<file path="config.mk">
export PLATFORM = sky130hd
export DESIGN_NAME = random_lca_stream
export DESIGN_NICKNAME = d
export VERILOG_FILES = /design/src/rtl/random_lca_stream_pkg.sv /design/src/rtl/ca_rule_step.sv /design/src/rtl/random_lca_stream.sv
export SDC_FILE = /design/constraint.sdc
export NUM_CORES = 1
export LEC_CHECK = 0
export BUFFER_PORTS_ARGS = -buffer_cell sky130_fd_sc_hd__buf_2
export CAP_MARGIN = 20
export CORE_MARGIN = 2
export CORE_UTILIZATION = 42
export DETAILED_ROUTE_END_ITERATION = 7
export PLACE_DENSITY_LB_ADDON = 0.15
export SLEW_MARGIN = 20
export SYNTH_ARGS = -nofsm -noshare
export SYNTH_HDL_FRONTEND = slang
export SYNTH_SLANG_ARGS = --single-unit
</file>
<file path="constraint.sdc">
create_clock -name clk -period 6.18 [get_ports clk]
set_input_delay 1.236 -clock clk [delete_from_list [all_inputs] [get_ports clk]]
set_output_delay 1.236 -clock clk [all_outputs]
set_load 0.01 [all_outputs]
</file>
<file path="src/rtl/random_lca_stream_pkg.sv">
// Shared types and constants for the linear cellular-automaton random stream.
// Holds the FSM encoding, rule-mode encodings and the scheduled rule table.
package random_lca_stream_pkg;

  typedef enum logic [1:0] {
    StIdle   = 2'd0,
    StWarmup = 2'd1,
    StRun    = 2'd2
  } state_e;

  localparam logic [1:0] ModeFixed     = 2'b00;
  localparam logic [1:0] ModeSched     = 2'b01;
  localparam logic [1:0] ModeExt       = 2'b10;
  localparam logic [1:0] ModeSchedSkip = 2'b11;

  localparam logic [7:0] Rule30  = 8'd30;
  localparam logic [7:0] Rule60  = 8'd60;
  localparam logic [7:0] Rule90  = 8'd90;
  localparam logic [7:0] Rule150 = 8'd150;

  localparam int unsigned WarmW = 8;
  localparam int unsigned CntW  = 6;

  function automatic logic [7:0] sched_rule(input logic [1:0] sel);
    logic [7:0] r;
    case (sel)
      2'd0:    r = Rule30;
      2'd1:    r = Rule60;
      2'd2:    r = Rule90;
      default: r = Rule150;
    endcase
    return r;
  endfunction

endpackage

</file>
<file path="src/rtl/ca_rule_step.sv">
// One combinational step of an elementary cellular automaton on a ring of Width cells.
module ca_rule_step #(
  parameter int unsigned Width = 8
) (
  input  logic [Width-1:0] state,
  input  logic [7:0]       rule,
  output logic [Width-1:0] next_state
);

  for (genvar i = 0; i < Width; i++) begin : g_cell
    localparam int unsigned Left  = (i + 1) % Width;
    localparam int unsigned Right = (i + Width - 1) % Width;
    assign next_state[i] = rule[{state[Left], state[i], state[Right]}];
  end

endmodule

</file>
<file path="src/rtl/random_lca_stream.sv">
// Seedable cellular-automaton random word generator with warmup and a
// valid/ready output stream.
module random_lca_stream
  import random_lca_stream_pkg::*;
#(
  parameter int unsigned Width  = 8,
  parameter int unsigned Warmup = 16
) (
  input  logic             clk,
  input  logic             rst,
  input  logic             seed_valid,
  input  logic [Width-1:0] seed,
  output logic             seed_ready,
  input  logic [1:0]       mode,
  input  logic [7:0]       rule_in,
  output logic             out_valid,
  input  logic             out_ready,
  output logic [Width-1:0] out_data,
  output logic [Width-1:0] ca_state,
  output logic             busy
);

  state_e            state_q, state_d;
  logic [Width-1:0]  ca_q, ca_d;
  logic [Width-1:0]  data_q, data_d;
  logic              valid_q, valid_d;
  logic [CntW-1:0]   cnt_q, cnt_d;
  logic [WarmW-1:0]  warm_q, warm_d;

  logic [7:0]        rule_sel;
  logic [Width-1:0]  ca_next;
  logic              par;
  logic              accept;
  logic              advance;
  logic              sched;

  always_comb begin
    case (mode)
      ModeFixed: rule_sel = Rule30;
      ModeExt:   rule_sel = rule_in;
      default:   rule_sel = sched_rule(cnt_q[CntW-1 -: 2]);
    endcase
  end

  ca_rule_step #(
    .Width(Width)
  ) u_step (
    .state     (ca_q),
    .rule      (rule_sel),
    .next_state(ca_next)
  );

  assign par        = ^ca_next;
  assign sched      = (mode == ModeSched) || (mode == ModeSchedSkip);
  assign seed_ready = (state_q != StWarmup);
  assign busy       = (state_q == StWarmup);
  assign accept     = seed_valid && seed_ready;
  assign advance    = (state_q == StRun) && (!valid_q || out_ready);

  always_comb begin
    state_d = state_q;
    ca_d    = ca_q;
    data_d  = data_q;
    valid_d = valid_q;
    cnt_d   = cnt_q;
    warm_d  = warm_q;
    if (accept) begin
      // An all-zero ring is a fixed point for rule 30, so force a live cell.
      state_d = StWarmup;
      ca_d    = (seed == '0) ? {{(Width-1){1'b0}}, 1'b1} : seed;
      data_d  = '0;
      valid_d = 1'b0;
      cnt_d   = '0;
      warm_d  = WarmW'(Warmup);
    end else begin
      case (state_q)
        StWarmup: begin
          if (warm_q == '0) begin
            state_d = StRun;
          end else begin
            ca_d   = ca_next;
            warm_d = warm_q - WarmW'(1);
          end
        end
        StRun: begin
          if (advance) begin
            ca_d  = ca_next;
            cnt_d = cnt_q + CntW'(1) + (sched ? CntW'(par) : '0);
            if (!((mode == ModeSchedSkip) && par)) begin
              data_d  = {data_q[Width-2:0], data_q[Width-1]} ^ ca_next;
              valid_d = 1'b1;
            end
          end
        end
        default: ;
      endcase
    end
  end

  always_ff @(posedge clk or negedge rst) begin
    if (!rst) begin
      state_q <= StIdle;
      ca_q    <= '0;
      data_q  <= '0;
      valid_q <= 1'b0;
      cnt_q   <= '0;
      warm_q  <= '0;
    end else begin
      state_q <= state_d;
      ca_q    <= ca_d;
      data_q  <= data_d;
      valid_q <= valid_d;
      cnt_q   <= cnt_d;
      warm_q  <= warm_d;
    end
  end

  assign out_valid = valid_q;
  assign out_data  = data_q;
  assign ca_state  = ca_q;

endmodule

</file>
# After elaboration in Yosys (flattened, before gate mapping)
# Cells that the tools add are included.
totals:
  reg_bits: 33
  in_bits: 22
  out_inout_bits: 19
classes:
  add_sub_neg: 3
  n_lt_le_gt_ge: 8
  n_eq_ne: 12
  mux: 41
  bitwise: 1
  reduce_logical: 21
ops:
  columns: ["op", "n"]
  rows:
  - ["two-way mux 8 bit", 11]
  - ["less-than comparator 3 x 4 -> 1 bit, second input constant", 8]
  - ["one-hot mux 8 bit (2 select lines)", 2]
  - ["binary-select mux 1 bit (select 3 bit)", 8]
  - ["one-hot mux 8 bit (3 select lines)", 1]
  - ["two-way mux 6 bit", 3]
  - ["logical NOT 8 bit", 2]
  - ["two-way mux 1 bit", 13]
  - ["== test 2 bit, second input constant", 4]
  - ["nonzero test 2 bit", 4]
  - ["XOR reduction 8 bit", 1]
  - ["subtractor 8 x 1 -> 8 bit, second input constant", 1]
  - ["bitwise XOR 8 bit", 1]
  - ["adder 6 x 1 -> 6 bit", 1]
  - ["adder 6 x 1 -> 6 bit, second input constant", 1]
  - ["== test 2 x 1 -> 1 bit, second input constant", 3]
  - ["two-way mux 2 bit", 3]
  - ["!= test 3 bit, second input constant", 2]
  - ["AND reduction 2 bit", 3]
  - ["AND reduction 3 bit", 2]
  - ["logical NOT 2 bit", 2]
  - ["!= test 2 bit, second input constant", 2]
  - ["logical AND 1 bit", 3]
  - ["nonzero test 3 bit", 1]
  - ["3 further kinds", 4]

# Depth between registers and ports, before layout
# Gate-level depths: netlist (run 1).
logic_depth:
  depth_word: 11
  depth_mapped: 15
  depth_no_buf: 14

# Hierarchy
# From an unflattened synthesis (run 1), not the netlist that was laid out.
unflattened:
  cells_unflattened: 261
  area_unflattened_um2: 2352.3
modules_own_cells:
  columns: ["mod", "n_inst", "cells_per_inst", "area_each_um2"]
  rows:
  - ["random_lca_stream", 1, 190, 1793.0]
  - ["ca_rule_step", 1, 71, 559.3]

# Worst setup path before layout (run 1)
# No wires, ideal clock.
synth_path:
  path_kind: "input-to-reg"
  from: "input mode[0]"
  to: "register cnt_q[5]"
  setup_time_ps: 132
  arrival_ps: 3917
  required_time_ps: 6048
  setup_slack_ps: 2131
  path_stages: 14
  n_path_buf: 1
  path_cell_list: "and3b_1 clkbuf_2 or2_4 mux4_1 mux2_4 xor2_1 xnor2_1 xnor2_1 nand2_1 ha_1 nor3_1 nand3_1 xor2_1 nor2_1"
synth_via:
  elab_chain_len: 10
  elab_cells_between_ends: 28
  cone_classes: "1 x add/sub; 3 x eq/ne; 21 x mux; 3 x reduce/logical"
synth_lines:
  columns: ["element", "line", "rtl"]
  rows:
  - ["start, declared", "random_lca_stream.sv:14", "input logic [1:0] mode,"]
  - ["== test 2 bit or logical NOT 2 bit (tied branches)", "random_lca_stream.sv:38", "case (mode)"]
  - ["one-hot mux 8 bit (2 select lines)", "random_lca_stream.sv:38", null]
  - ["binary-select mux 1 bit (select 3 bit)", "ca_rule_step.sv:13", "assign next_state[i] = rule[{state[Left], state[i], state[Right]}];"]
  - ["two-way mux 1 bit (implied by the code)", "ca_rule_step.sv:13", null]
  - ["XOR reduction 8 bit", "random_lca_stream.sv:53", "assign par = ^ca_next;"]
  - ["two-way mux 1 bit (*)", "random_lca_stream.sv:88", "cnt_d = cnt_q + CntW'(1) + (sched ? CntW'(par) : '0);"]
  - ["adder 6 x 1 -> 6 bit (*)", "random_lca_stream.sv:88", null]
  - ["two-way mux 6 bit (*)", "random_lca_stream.sv:86", "if (advance) begin"]
  - ["two-way mux 6 bit (*)", "random_lca_stream.sv:76", "case (state_q)"]
  - ["two-way mux 6 bit (*)", "random_lca_stream.sv:67", "if (accept) begin"]
  - ["end signal, assigned", "random_lca_stream.sv:113", "cnt_q <= cnt_d;"]
  - ["end, declared", "random_lca_stream.sv:27", "logic [CntW-1:0] cnt_q, cnt_d;"]
# Every way passes the cells marked *; elsewhere a longest branch is shown, timed or not. The select of a mux whose other input is x is not followed.
# A chain may end at the register's enable or synchronous reset.

# Final worst setup path (run 1)
# Ends and elaborated chain as after synthesis.

==> metrics.csv, run 1 <==
metric;value;unit
route.detailed.drc;0;
coreArea;5510;um2
worst_hold_path.num_cells;2;
num_io_pins;41;
hp-class;flop to flop;
yosysSeqAreaShare;0.345;
portBuffers;40;
syn_avg_cell_area;9.57;um2
grt_pass1_vias;2060;
tightest_slew;0.735;ns
area_growth;13.4;%
tns;0;ns
dr_total_vias;2043;
nFillCells;531;
dr.first_iter.drc_count;137;
holdPathEnd;cnt_q[0]$_DFFE_PN0P_;
synth_fa_ha_area_frac;0.0209;
drv_cap;0;
dp.cells;351;
die-area;6320;um2
row_count;27;
async_flop_share;1.00;
clkSlewWorstSetupHoldPaths;0.06;ns
crit_path_start_kind;input port;
synthMuxAreaShare;0.121;
cp.arrival;4.40;ns
netlist_top_cells_area;dfrtp_1 35%, mux4_2 6.6%, xor2_1 5.5%, nand2_1 4.4%, xnor2_1 3.7%;
synth_edf_count;0;
slew_headroom;0.510;
gp_congestion;0.853;
r2r_cells;13;
worstPathRequired;6.34;ns
worstSkewPairLatency;0.28;ns
synth_nets;276;
hold_violations;0;
syn-cell-area;2390;um2
skew;0.00584;ns
synth_commonest_cells;33 x dfrtp_1, 28 x nand2_1, 17 x nor2_1;
crit_path_end_kind;flop;
hold_buffers;0;
start_util;0.435;
wl_per_cell;16.5;um
grt_pass1_wl;10.2;mm
cts_tree;yes;
netlist_instances;250;
synth-seq-cells;33;
grt_usage;0.207;
worstHoldStart;cnt_q[0]$_DFFE_PN0P_;
ys.warnings.count;0;
yosysUniqueCellTypes;57;
yosysTopAreaCell;dfrtp_1;
diodes;0;
antenna_left;0;
status;finished clean;
via_per_inst;5.71;
synth_top_family_by_area;compound AO/OA/AOI/OAI gates;
synth-simple-area-share;0.186;
clockRootBuffer;clkbuf_8;
setup_viol;0;
cts_buffer_depth;2;
ir_drop;303;uV
cts_setup_buffers;0;
drive_gt1_frac;0.227;
period_needed;4.24;ns
yosysTopAreaCellShare;0.345;
synth_most_common_cell;dfrtp_1;
cts_buffers;5;
fin_cells;358;
rsz0062_at_grt;false;
dp_hpwl;4.53;mm
grt_max_degree;34;
grt-ovfl-total;0;
leakagePower;1.25;nW
dieHeight;79.5;um
wl;5.90;mm
power_density;575;nW/um2
cts_resized;0;
ys.flop_type;dfrtp_1;
finalNetCount;312;
cts.sinks;33;
synthXorXnorAreaFrac;0.0915;
crit_fanout;16;
r2r_start;cnt_q[4]$_DFFE_PN0P_;
reg2reg_slack;2.69;ns
fin_crit_sh;0.686;
drv_slew;0;
synth_compound_area_frac;0.189;
dr.pass1.iters;5;
r2r_end;cnt_q[5]$_DFFE_PN0P_;
cts_max_level;2;
fmax;236;MHz
crit_type;input port to flop;
antenna_found_initial;0;
die_w;79.5;um
==> worst max-delay path by stage <==
stage,start,endpoint,cells after the start
3_5_place_dp,mode[0],cnt_q[5]$_DFFE_PN0P_,14
3_3_place_gp,mode[0],cnt_q[5]$_DFFE_PN0P_,14
6_report,mode[0],cnt_q[5]$_DFFE_PN0P_,14
5_1_grt,mode[0],cnt_q[5]$_DFFE_PN0P_,14
2_1_floorplan,mode[0],cnt_q[5]$_DFFE_PN0P_,14
4_1_cts,mode[0],cnt_q[5]$_DFFE_PN0P_,14
==> cell usage in the layout (no fill, tap or decap), types with 7 or more instances in the layout <==
master	instances
nor2_1	17
a21oi_1	8
xnor2_1	10
mux4_2	7
nand2_1	28
dfrtp_1	33
inv_1	12
nor3_1	8
a22o_1	8
o21ai_0	14
buf_2	40
xor2_1	15
==> report_power, final <==
group / total, mW / switching (mW) / leakage, nW / internal, mW
registers: 0.414 / 0.115 / 0.421 / 0.300
logic: 0.984 / 0.536 / 0.782 / 0.448
clock network: 0.163 / 0.0747 / 0.0443 / 0.0883
==> worst max-delay path: stages <==
cell       delay, ns
buf_2           0.24
and2b_1         0.24
a21oi_1         0.44
mux4_2          0.35
a2bb2oi_1       0.36
xor2_1          0.22
xnor2_1         0.10
xnor2_1         0.32
nand2_1         0.10
ha_1            0.20
nor3_1          0.28
nand3_1         0.13
xor2_1          0.14
nor2_1          0.05
==> kinds of logic after synthesis <==
kind of cell / count (synthesis)
adders and majority gates: 4
and+or+nand+nor: 86
muxes: 15
xor gates and xnor gates: 25
DFF: 33
buffers and inverters: 25
AOI/OAI and AO/OA: 62
==> sequential cells by signal (all words and copies together) (netlist names) <==
| name | flops |
|---|---|
| ca_state | 8 |
| out_data | 8 |
| warm_q | 8 |
| cnt_q | 6 |
| state_q | 2 |
| out_valid | 1 |
==> per-layer routing <==
| metal | GRT usage | wire length, um | share of wire |
|---|---|---|---|
| met5 | 0 | 0 | 0 |
| met4 | 0.0431 | 74 | 0.013 |
| met3 | 0.0339 | 299 | 0.051 |
| met2 | 0.329 | 2820 | 0.48 |
| met1 | 0.297 | 2710 | 0.46 |
==> stage by stage <==
step / util / setup WS [ns] / power, mW / hold slack [ns] / instance area [um2]
2_1_floorplan: - / 2.13 / 1.17 / 0.450 / 2390
3_3_place_gp: 0.477 / 1.69 / 1.40 / 0.475 / 2630
3_5_place_dp: 0.477 / 1.62 / 1.41 / 0.477 / 2630
4_1_cts: 0.493 / 1.90 / 1.58 / 0.493 / 2720
5_1_grt: 0.493 / 1.57 / 1.73 / 0.546 / 2720
6_report: 0.493 / 1.94 / 1.56 / 0.487 / 2720
==> area by class of cell <==
cell class	instances	area, um2	area share
clock buffer	7	86.3	0.0318
tap	72	90.1	0.0332
timing repair buffer	41	208	0.0765
sequential	33	826	0.304
multi-input combinational	192	1460	0.536
inverter	13	48.8	0.0180
No activity file was read; power rests on OpenSTA's default activity.
==> run 2, diff against run 1 <==
ABC_AREA = 1   (was not set)
clock period = 4.1 ns   (was 6.18 ns; I/O delays follow)
==> metrics.csv, run 2 <==
metric;value;unit;change
status;finished clean;;
fmax;316;MHz;
leakagePower;1.67;nW;+34%
wl;8.26;mm;+40%
hp-class;flop to flop;;
grt_usage;0.226;;+0.0185
area_growth;10.0;%;
period_needed;3.16;ns;
cp_common_cell;nand2_1;;
cts_resized;0;;unchanged
gp_congestion;0.948;;+11%
cts_setup_buffers;0;;unchanged
layout_common_cells;136 x nand2_1, 62 x nand3_1, 40 x buf_2;;
clockRootBuffer;clkbuf_8;;
path_delay_family;simple AND/OR/NAND/NOR gates;;
crit_path_cell_trace;buf_2 > inv_8 > nand3b_1 > nand2_1 > nand3_1 > nand2_1 > nand2_1 > nand2_1 > nand2_1 > nand2_1 > nand2_1 > nand2_2 > inv_2 > nand2_4 > nand3_1 > ha_1 > inv_1 > ha_1 > inv_1 > nor3_1 > nand2_1 > o21ai_0 > a21oi_1;;
synth_nets;455;;+65%
die_w;88.3;um;+11%
crit_cells;23;;+9
clkSlewWorstSetupHoldPaths;0.07;ns;about the same
async_flop_share;1.00;;unchanged
wl_per_cell;14.8;um;-10%
grt_pass1_vias;2685;;+30%
ir_drop;389;uV;+28%
finalNetCount;488;;+56%
die-area;7800;um2;+23%
drv_slew;0;;unchanged
final_common_cell;nand2_1;;
critPathSlowestCell;nand3b_1;;
portBuffers;40;;unchanged
critPathMaxStageDelay;0.25;ns;-0.19 ns
yosysTopAreaCellShare;0.277;;-0.0683
synth_edf_count;0;;unchanged
diodes;0;;unchanged
crit_fanout;9;;-7
reg2reg_slack;0.97;ns;-1.72 ns
cp.arrival;3.34;ns;-1.06 ns
r2r_end;cnt_q[4]$_DFFE_PN0P_;;
worstPathRequired;4.27;ns;-2.07 ns
grt-ovfl-total;0;;unchanged
yosysUniqueCellTypes;36;;-37%
num_io_pins;41;;unchanged
yosysTopAreaCell;dfrtp_1;;
cts_buffers;5;;unchanged
tns;0;ns;unchanged
r2r_start;ca_state[4]$_DFFE_PN0P_;;
syn_avg_cell_area;6.96;um2;-27%
drive_gt1_frac;0.240;;+0.0125
crit_path_end_kind;flop;;
combPwrFrac;0.651;;+0.021
drv_cap;0;;unchanged
cts.sinks;33;;unchanged
crit_type;input port to flop;;
hold_violations;0;;unchanged
power_frac_clock;0.112;;+0.008
yosysSeqAreaShare;0.277;;-0.0683
p_int;1.35;mW;+61%
grt_pass1_wl;13.7;mm;+33%
coreArea;6830;um2;+24%
tightest_slew;0.774;ns;+0.0392 ns
synth-seq-cells;33;;unchanged
slew_headroom;0.484;;-0.0261
ys.warnings.count;0;;unchanged
seq_power_share;0.237;;-0.028
cts_tree;yes;;
netlist_top_cells_area;dfrtp_1 28%, nand2_1 17%, nand3_1 10%, nand3_2 5.7%, nand2_2 4.0%;;
skew;0.00456;ns;-0.00128 ns
hold_buffers;0;;unchanged
setup_viol;0;;unchanged
rsz0062_at_grt;false;;
crit_path_start_kind;input port;;
power_density;889;nW/um2;+55%
via_per_inst;5.25;;-8.0%
dp_hpwl;6.09;mm;+34%
row_count;30;;+11%
worstSkewPairLatency;0.29;ns;about the same
fin_crit_sh;0.771;;
grt_max_degree;34;;unchanged
worstHoldStart;cnt_q[3]$_DFFE_PN0P_;;
syn-cell-area;2980;um2;+25%
cts_max_level;2;;unchanged
cp_num_buf_inv;5;;+4
synth_most_common_cell;nand2_1;;
dr.first_iter.drc_count;235;;+72%
synth_commonest_cells;136 x nand2_1, 62 x nand3_1, 33 x dfrtp_1;;
netlist_instances;429;;+72%
antenna_found_initial;0;;unchanged
worst_hold_path.num_cells;1;;-1
dr_total_vias;2934;;+44%
total_power;2.92;mW;+87%
dr.pass1.iters;5;;unchanged
holdPathEnd;cnt_q[3]$_DFFE_PN0P_;;
switching_share;0.538;;+0.0736
route.detailed.drc;0;;unchanged
start_util;0.437;;+0.00214
cts_buffer_depth;2;;unchanged
dieHeight;88.3;um;+11%
p_sw;1.57;mW;+120%
antenna_left;0;;unchanged
r2r_cells;19;;+6
ys.flop_type;dfrtp_1;;
-- run 2: cells by family after synthesis --
family	Yosys count	share of synthesized area
AOI/OAI and AO/OA	47	0.0860
xor gates and xnor gates	8	0.0235
adders and majority gates	4	0.0168
buffers and inverters	54	0.102
DFF	33	0.277
and+or+nand+nor	283	0.495
-- run 2: power by group through the flow --
stage               clock, mW  combinational, mW  sequential (mW)
finish                  0.326               1.90            0.693
global route            0.345               2.14            0.711
CTS                     0.330               1.90            0.685
detailed placement          0               1.88            0.692
global placement            0               1.87            0.695
floorplan                   0               1.57            0.596
-- run 2: per-layer routing --
metal | share of wire | vias up | global-route usage
met1 | 0.47 | 1341 | 0.325
met5 | 0 | - | 0
li1 | - | 1477 | -
met4 | 0.015 | 0 | 0.0579
met2 | 0.46 | 102 | 0.355
met3 | 0.064 | 14 | 0.0336
-- run 2: metrics by stage --
| step | util | worst slack, ns | cell area, um2 | instances | hold slack [ns] |
|---|---|---|---|---|---|
| global placement | 0.464 | 0.719 | 3170 | 551 | 0.481 |
| CTS | 0.481 | 0.963 | 3280 | 559 | 0.492 |
| finish | 0.481 | 0.937 | 3280 | 559 | 0.491 |
| detailed placement | 0.464 | 0.672 | 3170 | 551 | 0.483 |
| global route | 0.481 | 0.599 | 3280 | 559 | 0.532 |
| floorplan | - | 1.15 | 2980 | 429 | 0.455 |
-- run 2: worst max path at each step --
stage	startpoint	to	slack, ns
2_1_floorplan	mode[0]	cnt_q[4]$_DFFE_PN0P_	1.15
3_3_place_gp	mode[0]	cnt_q[4]$_DFFE_PN0P_	0.72
3_5_place_dp	mode[0]	cnt_q[4]$_DFFE_PN0P_	0.67
4_1_cts	mode[0]	cnt_q[4]$_DFFE_PN0P_	0.96
5_1_grt	mode[0]	cnt_q[4]$_DFFE_PN0P_	0.60
6_report	mode[0]	cnt_q[4]$_DFFE_PN0P_	0.94
-- run 2: final cells by class --
type	instances	area (um2)
Tap cell	96	120
Clock inverter	1	30.0
Inverter	38	153
Fill cell	710	3550
Multi-Input combinational cell	342	1850
Timing Repair Buffer	42	215
Sequential cell	33	826
Clock buffer	7	86.3
